**src/rtl/fp_ctrl_pkg.sv**
```systemverilog
// Shared types and helpers for the FP add/sub scheduler.
// Holds the word width, FSM state type and sign-flip helper.
package fp_ctrl_pkg;
  localparam int FP_W = 32;

  typedef enum logic [1:0] {
    IDLE  = 2'd0,
    BUSY  = 2'd1,
    DRAIN = 2'd2
  } state_t;

  function automatic logic [FP_W-1:0] fp_negate(
    input logic [FP_W-1:0] x
  );
    return {~x[FP_W-1], x[FP_W-2:0]};
  endfunction
endpackage

```
**src/rtl/fp_addsub_sched_if.sv**
```systemverilog
// Requester-side bundle: packed requests/operands in, tagged
// responses out. master = front ends, slave = scheduler.
interface fp_addsub_sched_if #(
  parameter int N = 4
);
  import fp_ctrl_pkg::*;
  localparam int IW = $clog2(N);

  logic [N-1:0]      req;
  logic [N-1:0]      op_sub;
  logic [FP_W*N-1:0] a_in;
  logic [FP_W*N-1:0] b_in;
  logic              resp_valid;
  logic [IW-1:0]     resp_id;
  logic [FP_W-1:0]   resp_data;
  logic              resp_err;

  modport master (
    output req, op_sub, a_in, b_in,
    input  resp_valid, resp_id, resp_data, resp_err
  );

  modport slave (
    input  req, op_sub, a_in, b_in,
    output resp_valid, resp_id, resp_data, resp_err
  );
endinterface

```
**src/rtl/rr_arbiter.sv**
```systemverilog
// Combinational round-robin picker: search starts one past
// i_ptr. Ports: i_req, i_ptr in; o_grant (one-hot), o_idx out.
module rr_arbiter #(
  parameter int N  = 4,
  parameter int IW = $clog2(N)
) (
  input  logic [N-1:0]  i_req,
  input  logic [IW-1:0] i_ptr,
  output logic [N-1:0]  o_grant,
  output logic [IW-1:0] o_idx
);
  logic          w_hit;
  logic [IW-1:0] w_j;

  always_comb begin
    o_grant = '0;
    o_idx   = '0;
    w_hit   = 1'b0;
    w_j     = '0;
    for (int k = 1; k <= N; k++) begin
      w_j = IW'((int'(i_ptr) + k) % N);
      if (!w_hit && i_req[w_j]) begin
        w_hit      = 1'b1;
        o_idx      = w_j;
        o_grant[w_j] = 1'b1;
      end
    end
  end
endmodule

```
**src/rtl/fp_addsub_sched.sv**
```systemverilog
// Shares one FP add/sub engine among N requesters.
// Ports: clk, reset, bus (requesters), eng_* (engine), busy.
module fp_addsub_sched
  import fp_ctrl_pkg::*;
#(
  parameter int N       = 4,
  parameter int TIMEOUT = 16
) (
  input  logic              clk,
  input  logic              reset,
  fp_addsub_sched_if.slave  bus,
  output logic              eng_enable,
  output logic [FP_W-1:0]   eng_dataa,
  output logic [FP_W-1:0]   eng_datab,
  input  logic              eng_done,
  input  logic [FP_W-1:0]   eng_result,
  output logic              busy
);
  localparam int IW = $clog2(N);

  state_t          r_state;
  logic [IW-1:0]   r_ptr;
  logic [IW-1:0]   r_id;
  logic [7:0]      r_cnt;
  logic            r_en;
  logic [FP_W-1:0] r_da;
  logic [FP_W-1:0] r_db;
  logic            r_rv;
  logic            r_rerr;
  logic [IW-1:0]   r_rid;
  logic [FP_W-1:0] r_rdata;

  logic [N-1:0]    w_grant;
  logic [IW-1:0]   w_idx;
  logic            w_any;
  logic            w_issue;
  logic            w_sub;
  logic [FP_W-1:0] w_a;
  logic [FP_W-1:0] w_b;

  rr_arbiter #(.N(N), .IW(IW)) u_arb (
    .i_req   (bus.req),
    .i_ptr   (r_ptr),
    .o_grant (w_grant),
    .o_idx   (w_idx)
  );

  assign w_any = |bus.req;
  assign w_sub = |(bus.op_sub & w_grant);

  always_comb begin
    w_a = '0;
    w_b = '0;
    for (int k = 0; k < N; k++) begin
      if (w_grant[k]) begin
        w_a = bus.a_in[k*FP_W +: FP_W];
        w_b = bus.b_in[k*FP_W +: FP_W];
      end
    end
  end

  // DRAIN may only issue once the engine has dropped done
  assign w_issue = w_any &&
    ((r_state == IDLE) ||
     (r_state == DRAIN && !eng_done));

  always_ff @(posedge clk) begin
    if (reset) begin
      r_state <= DRAIN;
      r_ptr   <= IW'(N - 1);
      r_id    <= '0;
      r_cnt   <= '0;
      r_en    <= 1'b0;
      r_da    <= '0;
      r_db    <= '0;
      r_rv    <= 1'b0;
      r_rerr  <= 1'b0;
      r_rid   <= '0;
      r_rdata <= '0;
    end else begin
      r_rv <= 1'b0;
      if (w_issue) begin
        r_da    <= w_a;
        r_db    <= w_sub ? fp_negate(w_b) : w_b;
        r_en    <= 1'b1;
        r_id    <= w_idx;
        r_ptr   <= w_idx;
        r_cnt   <= '0;
        r_state <= BUSY;
      end else begin
        unique case (r_state)
          IDLE: r_state <= IDLE;
          BUSY: begin
            if (eng_done) begin
              r_rv    <= 1'b1;
              r_rerr  <= 1'b0;
              r_rid   <= r_id;
              r_rdata <= eng_result;
              r_en    <= 1'b0;
              r_state <= DRAIN;
            end else if (r_cnt == 8'(TIMEOUT - 1)) begin
              r_rv    <= 1'b1;
              r_rerr  <= 1'b1;
              r_rid   <= r_id;
              r_rdata <= '0;
              r_en    <= 1'b0;
              r_state <= DRAIN;
            end else begin
              r_cnt <= r_cnt + 8'd1;
            end
          end
          DRAIN: begin
            if (!eng_done) r_state <= IDLE;
          end
          default: r_state <= IDLE;
        endcase
      end
    end
  end

  assign eng_enable     = r_en;
  assign eng_dataa      = r_da;
  assign eng_datab      = r_db;
  assign busy           = (r_state != IDLE);
  assign bus.resp_valid = r_rv;
  assign bus.resp_err   = r_rerr;
  assign bus.resp_id    = r_rid;
  assign bus.resp_data  = r_rdata;
endmodule

```
**src/flat_wrapper.sv**
```systemverilog
// flat-port wrapper written by rule: the top's interface ports become plain ports
module fp_addsub_sched_flat import fp_ctrl_pkg::*;
#(
  parameter int N       = 4,
  parameter int TIMEOUT = 16
)
  (clk, reset, eng_enable, eng_dataa, eng_datab, eng_done, eng_result, busy, bus_req, bus_op_sub, bus_a_in, bus_b_in, bus_resp_valid, bus_resp_id, bus_resp_data, bus_resp_err);
  fp_addsub_sched_if #(.N(N)) bus_i ();
  input  logic clk;
  input  logic reset;
  output logic eng_enable;
  output logic [FP_W-1:0] eng_dataa;
  output logic [FP_W-1:0] eng_datab;
  input  logic eng_done;
  input  logic [FP_W-1:0] eng_result;
  output logic busy;
  input wire logic [$bits(bus_i.req)-1:0] bus_req;
  input wire logic [$bits(bus_i.op_sub)-1:0] bus_op_sub;
  input wire logic [$bits(bus_i.a_in)-1:0] bus_a_in;
  input wire logic [$bits(bus_i.b_in)-1:0] bus_b_in;
  output wire logic [$bits(bus_i.resp_valid)-1:0] bus_resp_valid;
  output wire logic [$bits(bus_i.resp_id)-1:0] bus_resp_id;
  output wire logic [$bits(bus_i.resp_data)-1:0] bus_resp_data;
  output wire logic [$bits(bus_i.resp_err)-1:0] bus_resp_err;
  assign bus_i.req = bus_req;
  assign bus_i.op_sub = bus_op_sub;
  assign bus_i.a_in = bus_a_in;
  assign bus_i.b_in = bus_b_in;
  assign bus_resp_valid = bus_i.resp_valid;
  assign bus_resp_id = bus_i.resp_id;
  assign bus_resp_data = bus_i.resp_data;
  assign bus_resp_err = bus_i.resp_err;
  fp_addsub_sched #(.N(N), .TIMEOUT(TIMEOUT)) u_core (.clk(clk), .reset(reset), .bus(bus_i), .eng_enable(eng_enable), .eng_dataa(eng_dataa), .eng_datab(eng_datab), .eng_done(eng_done), .eng_result(eng_result), .busy(busy));
endmodule
```
**config.mk**
```make
export PLATFORM = sky130hd
export DESIGN_NAME = fp_addsub_sched_flat
export DESIGN_NICKNAME = d
export VERILOG_FILES = /design/src/rtl/fp_ctrl_pkg.sv /design/src/rtl/fp_addsub_sched_if.sv /design/src/rtl/rr_arbiter.sv /design/src/rtl/fp_addsub_sched.sv /design/src/flat_wrapper.sv
export SDC_FILE = /design/constraint.sdc
export NUM_CORES = 1
export LEC_CHECK = 0
export BUFFER_PORTS_ARGS = -buffer_cell sky130_fd_sc_hd__buf_2
export CELL_PAD_IN_SITES_DETAIL_PLACEMENT = 0
export CELL_PAD_IN_SITES_GLOBAL_PLACEMENT = 1
export CORE_AREA = 2 2 155 157
export CTS_BUF_LIST = sky130_fd_sc_hd__clkbuf_16
export CTS_CLUSTER_DIAMETER = 30
export DETAILED_ROUTE_END_ITERATION = 6
export DIE_AREA = 0 0 157 159
export MAX_ROUTING_LAYER = met4
export PLACE_DENSITY = 0.71
export SLEW_MARGIN = 0
export SYNTH_ARGS = -nofsm -noshare
export SYNTH_HDL_FRONTEND = slang
export SYNTH_HIERARCHICAL = 1
export SYNTH_SLANG_ARGS = --single-unit
```
**constraint.sdc**
```tcl
create_clock -name clk -period 4.4 [get_ports clk]
set_input_delay 0.22 -clock clk [delete_from_list [all_inputs] [get_ports clk]]
set_output_delay 0.22 -clock clk [all_outputs]
set_load 0.01 [all_outputs]
```
==> summary.md <==
| Metric | Value |
|---|---|
| Status | complete, no violations |
| Synth async-reset ratio | 0% |
| Commonest non-fill, non-tap cell in the layout | buf_2 |
| Clk_skew | 0.0131 ns |
| Die X-Extent | 157 µm |
| Syn_nets | 976 |
| Placed cell area | 8390 µm² |
| Relative slew slack | 33.9% |
| Logic pwr share | 41.6% |
| Reg-to-Reg Start | u_core/r_ptr[1] |
| Routed via count | 6800 |
| Syn Inst Count | 668 |
| Tcrit/Tclk final | 77.8% |
| Setup TNS Final | 0 ns |
| Clock sink total | 115 |
| Slew Limit Fails | 0 |
| Drt first pass iters | 5 |
| Fillers | 2398 |
| Post-synthesis cell type count | 60 |
| Critical Path, Cell by Cell | inv_1, ha_1, mux4_2, nand2_1, o21ai_1, a221o_4, buf_4, a221oi_1, o31ai_1, a22o_1 |
| First-pass GRT wire length | 36800 µm |
| Max clock buf depth | 2 |
| Setup crit end kind | flop |
| Register-to-Register Path Depth | 10 |
| Synth warn | 6 |
| Design area | 9030 µm² |
| Ys flop type | dfxtp_1 |
| CTS clock-pin slew for the worst setup and hold paths | 0.06 ns |
| Peak supply drop | 0.000197 V |
| Delay-heaviest family, CP | compound AO/OA/AOI/OAI gates |
| Routability Congestion | 0.853 |
| Area grow syn2layout | 47.2% |
| H-tree levels | 4 |
| GRT Util Overall | 19.3% |
| Layout cell share with drive strength beyond 1 | 44.7% |
| CTS tree | done |
| Worst Path Buf+Inv | 2 |
| Post-route ant nets | 0 |
| Pin count of the biggest net entering global routing | 77 |
| CTS Buf Count | 17 |
| Reg area | 2300 µm² |
| Sequential Power Share | 28.4% |
| Min Hold Slack | 0.0197 ns |
| Seq/Total Area, Yosys | 37.5% |
| Multi-input logic area | 3540 µm² |
| Setup CP Type | flop to flop |
| WL/cell | 17.9 µm |
| Row count | 56 |
| Psw | 1.68 mW |
| Max Cap Violations | 0 |
| Final hold vios | 0 |
| Starting Density | 26.5% |
| Post-Syn Area | 6140 µm² |
| Slew @ Worst Pin | 0.989 ns |
| Number of global-route vias before repair | 6483 |
| Die area | 25000 µm² |
| DR vias/cell | 4.94 |
| Tmin final | 3.42 ns |
| EDFF count, synth | 0 |
| IO buf count | 400 |
| Most frequent cells in the layout | buf_2 (400), dfxtp_1 (115), a22o_1 (95), nand2_1 (81), nor2b_1 (64) |
| Die Height | 159 µm |
| CP max FO | 76 |
| RSZ-0062 raised after global routing | no |
| Clk_lat worst skew | 0.41 ns |
| Cell Int Power | 2.90 mW |
| Critical Path AT | 3.72 ns |
| Post-DP HPWL | 18300 µm |
| Hold Path Class | input port to flop |
| WHS Path Cells | 2 |
| Finish-stage setup viols | 0 |
| Synth Area per Inst | 9.19 µm² |
| Clk Tree Root Cell | clkbuf_16 |
| Setup slack, reg-to-reg | 0.98 ns |
| # IOs | 401 |
| Yosys reg bits | 115 |
| GRT overflow | 0 |
| LEAKAGE | 4.14 nW |
| Power share of the clock group | 30.0% |
| CP max stage delay | 0.59 ns |
| Number of remaining DRC errors | 0 |
| Achievable clock frequency | 292 MHz |
| RR Endpoint | u_core/eng_dataa[12] |
| 1st-iter DRT viols | 548 |
| WP data required | 4.70 ns |
| Initial antenna violation count | 6 |
| Final net count | 1347 |
| Worst Hold Path EP | u_core/bus.resp_data[18] |
| Post-cts resize count | 0 |
| Slowest stage cell, crit path | a221o_4 |
| Net switching fraction of the power | 36.7% |
| Worst setup SP type | flop |
| Pwr dens | 506 nW/µm² |
| Post-Route WL | 24600 µm |
| Core region area | 23200 µm² |
| Hold Path Origin | eng_result[18] |
==> final cells by class <==
class	count	area share (%)
Clock buffer	17	4.71
Tap cell	319	4.42
Inverter	6	0.249
Clock inverter	15	1.75
Sequential cell	115	25.5
Antenna cell	6	0.166
Timing Repair Buffer	418	24.1
Multi-Input combinational cell	481	39.2
==> Yosys cell counts (5+ instances only) <==
cell type | instances | share of area, %
a22o_1 | 95 | 14
o21ai_0 | 6 | 0.49
nor2b_1 | 65 | 6.6
a21oi_1 | 13 | 1.1
nand2_1 | 81 | 5.0
buf_4 | 7 | 0.86
buf_1 | 6 | 0.37
dfxtp_1 | 115 | 38
a221oi_1 | 63 | 9.0
ha_1 | 9 | 1.8
buf_2 | 23 | 1.9
clkbuf_1 | 28 | 1.7
o31ai_1 | 63 | 7.7
nor2_1 | 9 | 0.55
o21ai_1 | 6 | 0.49
inv_1 | 5 | 0.31
==> what timing repair did <==
action | 4_1_cts | 5_1_grt
hold endpoints to repair | 5 | 0
buffers inserted | 0 | 0
hold buffers | 5 | 0
==> metrics by stage <==
| step | util (%) | worst slack, ns | power, mW | std cells |
|---|---|---|---|---|
| after global placement | 36.2 | 1.11 | 3.22 | 1334 |
| after CTS | 38.9 | 1.03 | 4.63 | 1371 |
| after detailed placement | 36.2 | 1.04 | 3.23 | 1334 |
| after floorplan | - | 1.36 | 2.58 | 668 |
| final | 39.0 | 0.977 | 4.57 | 1377 |
| after global routing | 39.0 | 0.762 | 4.87 | 1377 |
==> power groups by stage <==
stage | sequential [mW] | combinational [mW] | clock [mW]
after floorplan | 1.39 | 1.19 | 0
after global placement | 1.32 | 1.90 | 0
after detailed placement | 1.32 | 1.91 | 0
after CTS | 1.30 | 1.92 | 1.41
after global routing | 1.32 | 2.09 | 1.45
final | 1.30 | 1.90 | 1.37
==> worst max-delay path by stage <==
stage          slack, ns  cells past startpoint              endpoint       startpoint
6_report            0.98                     10  u_core/eng_dataa[12]  u_core/r_ptr[1]
5_1_grt             0.76                     10  u_core/eng_datab[27]  u_core/r_ptr[1]
4_1_cts             1.03                     10   u_core/eng_dataa[1]  u_core/r_ptr[1]
3_5_place_dp        1.04                     10  u_core/eng_dataa[12]  u_core/r_ptr[1]
3_3_place_gp        1.11                     10   u_core/eng_dataa[1]  u_core/r_ptr[1]
2_1_floorplan       1.36                     13   u_core/eng_dataa[0]  u_core/r_ptr[0]
==> kinds of logic (layout without fill, tap and decap cells) <==
kind of cell	after synthesis	in the layout	share of synthesized area [%]
xor+xnor	6	6	0.856
buf+inv	72	456	5.55
simple gates	189	189	16.3
mux	4	4	1.08
fa+ha+maj	9	9	1.84
flops	115	115	37.5
other cells	0	6	0
compound gates	273	273	36.8
==> metal layers <==
layer / share of wire, % / wire length, µm / GRT usage [%]
met3: 7.0 / 1720 / 4.11
met4: 1.1 / 261 / 4.75
met1: 43 / 10500 / 23.5
met5: 0 / 0 / -
met2: 49 / 12100 / 32.5
==> sequential cells by signal (all words and copies together), names as in the netlist <==
| register | flops |
|---|---|
| u_core/eng_dataa | 32 |
| u_core/r_ptr | 2 |
| u_core/bus.resp_valid | 1 |
| u_core/eng_datab | 32 |
| u_core/bus.resp_err | 1 |
| u_core/r_state | 2 |
| u_core/bus.resp_id | 2 |
| u_core/r_id | 2 |
| u_core/r_cnt | 8 |
| u_core/bus.resp_data | 32 |
| u_core/eng_enable | 1 |
Power figures use the tool's default switching activity.
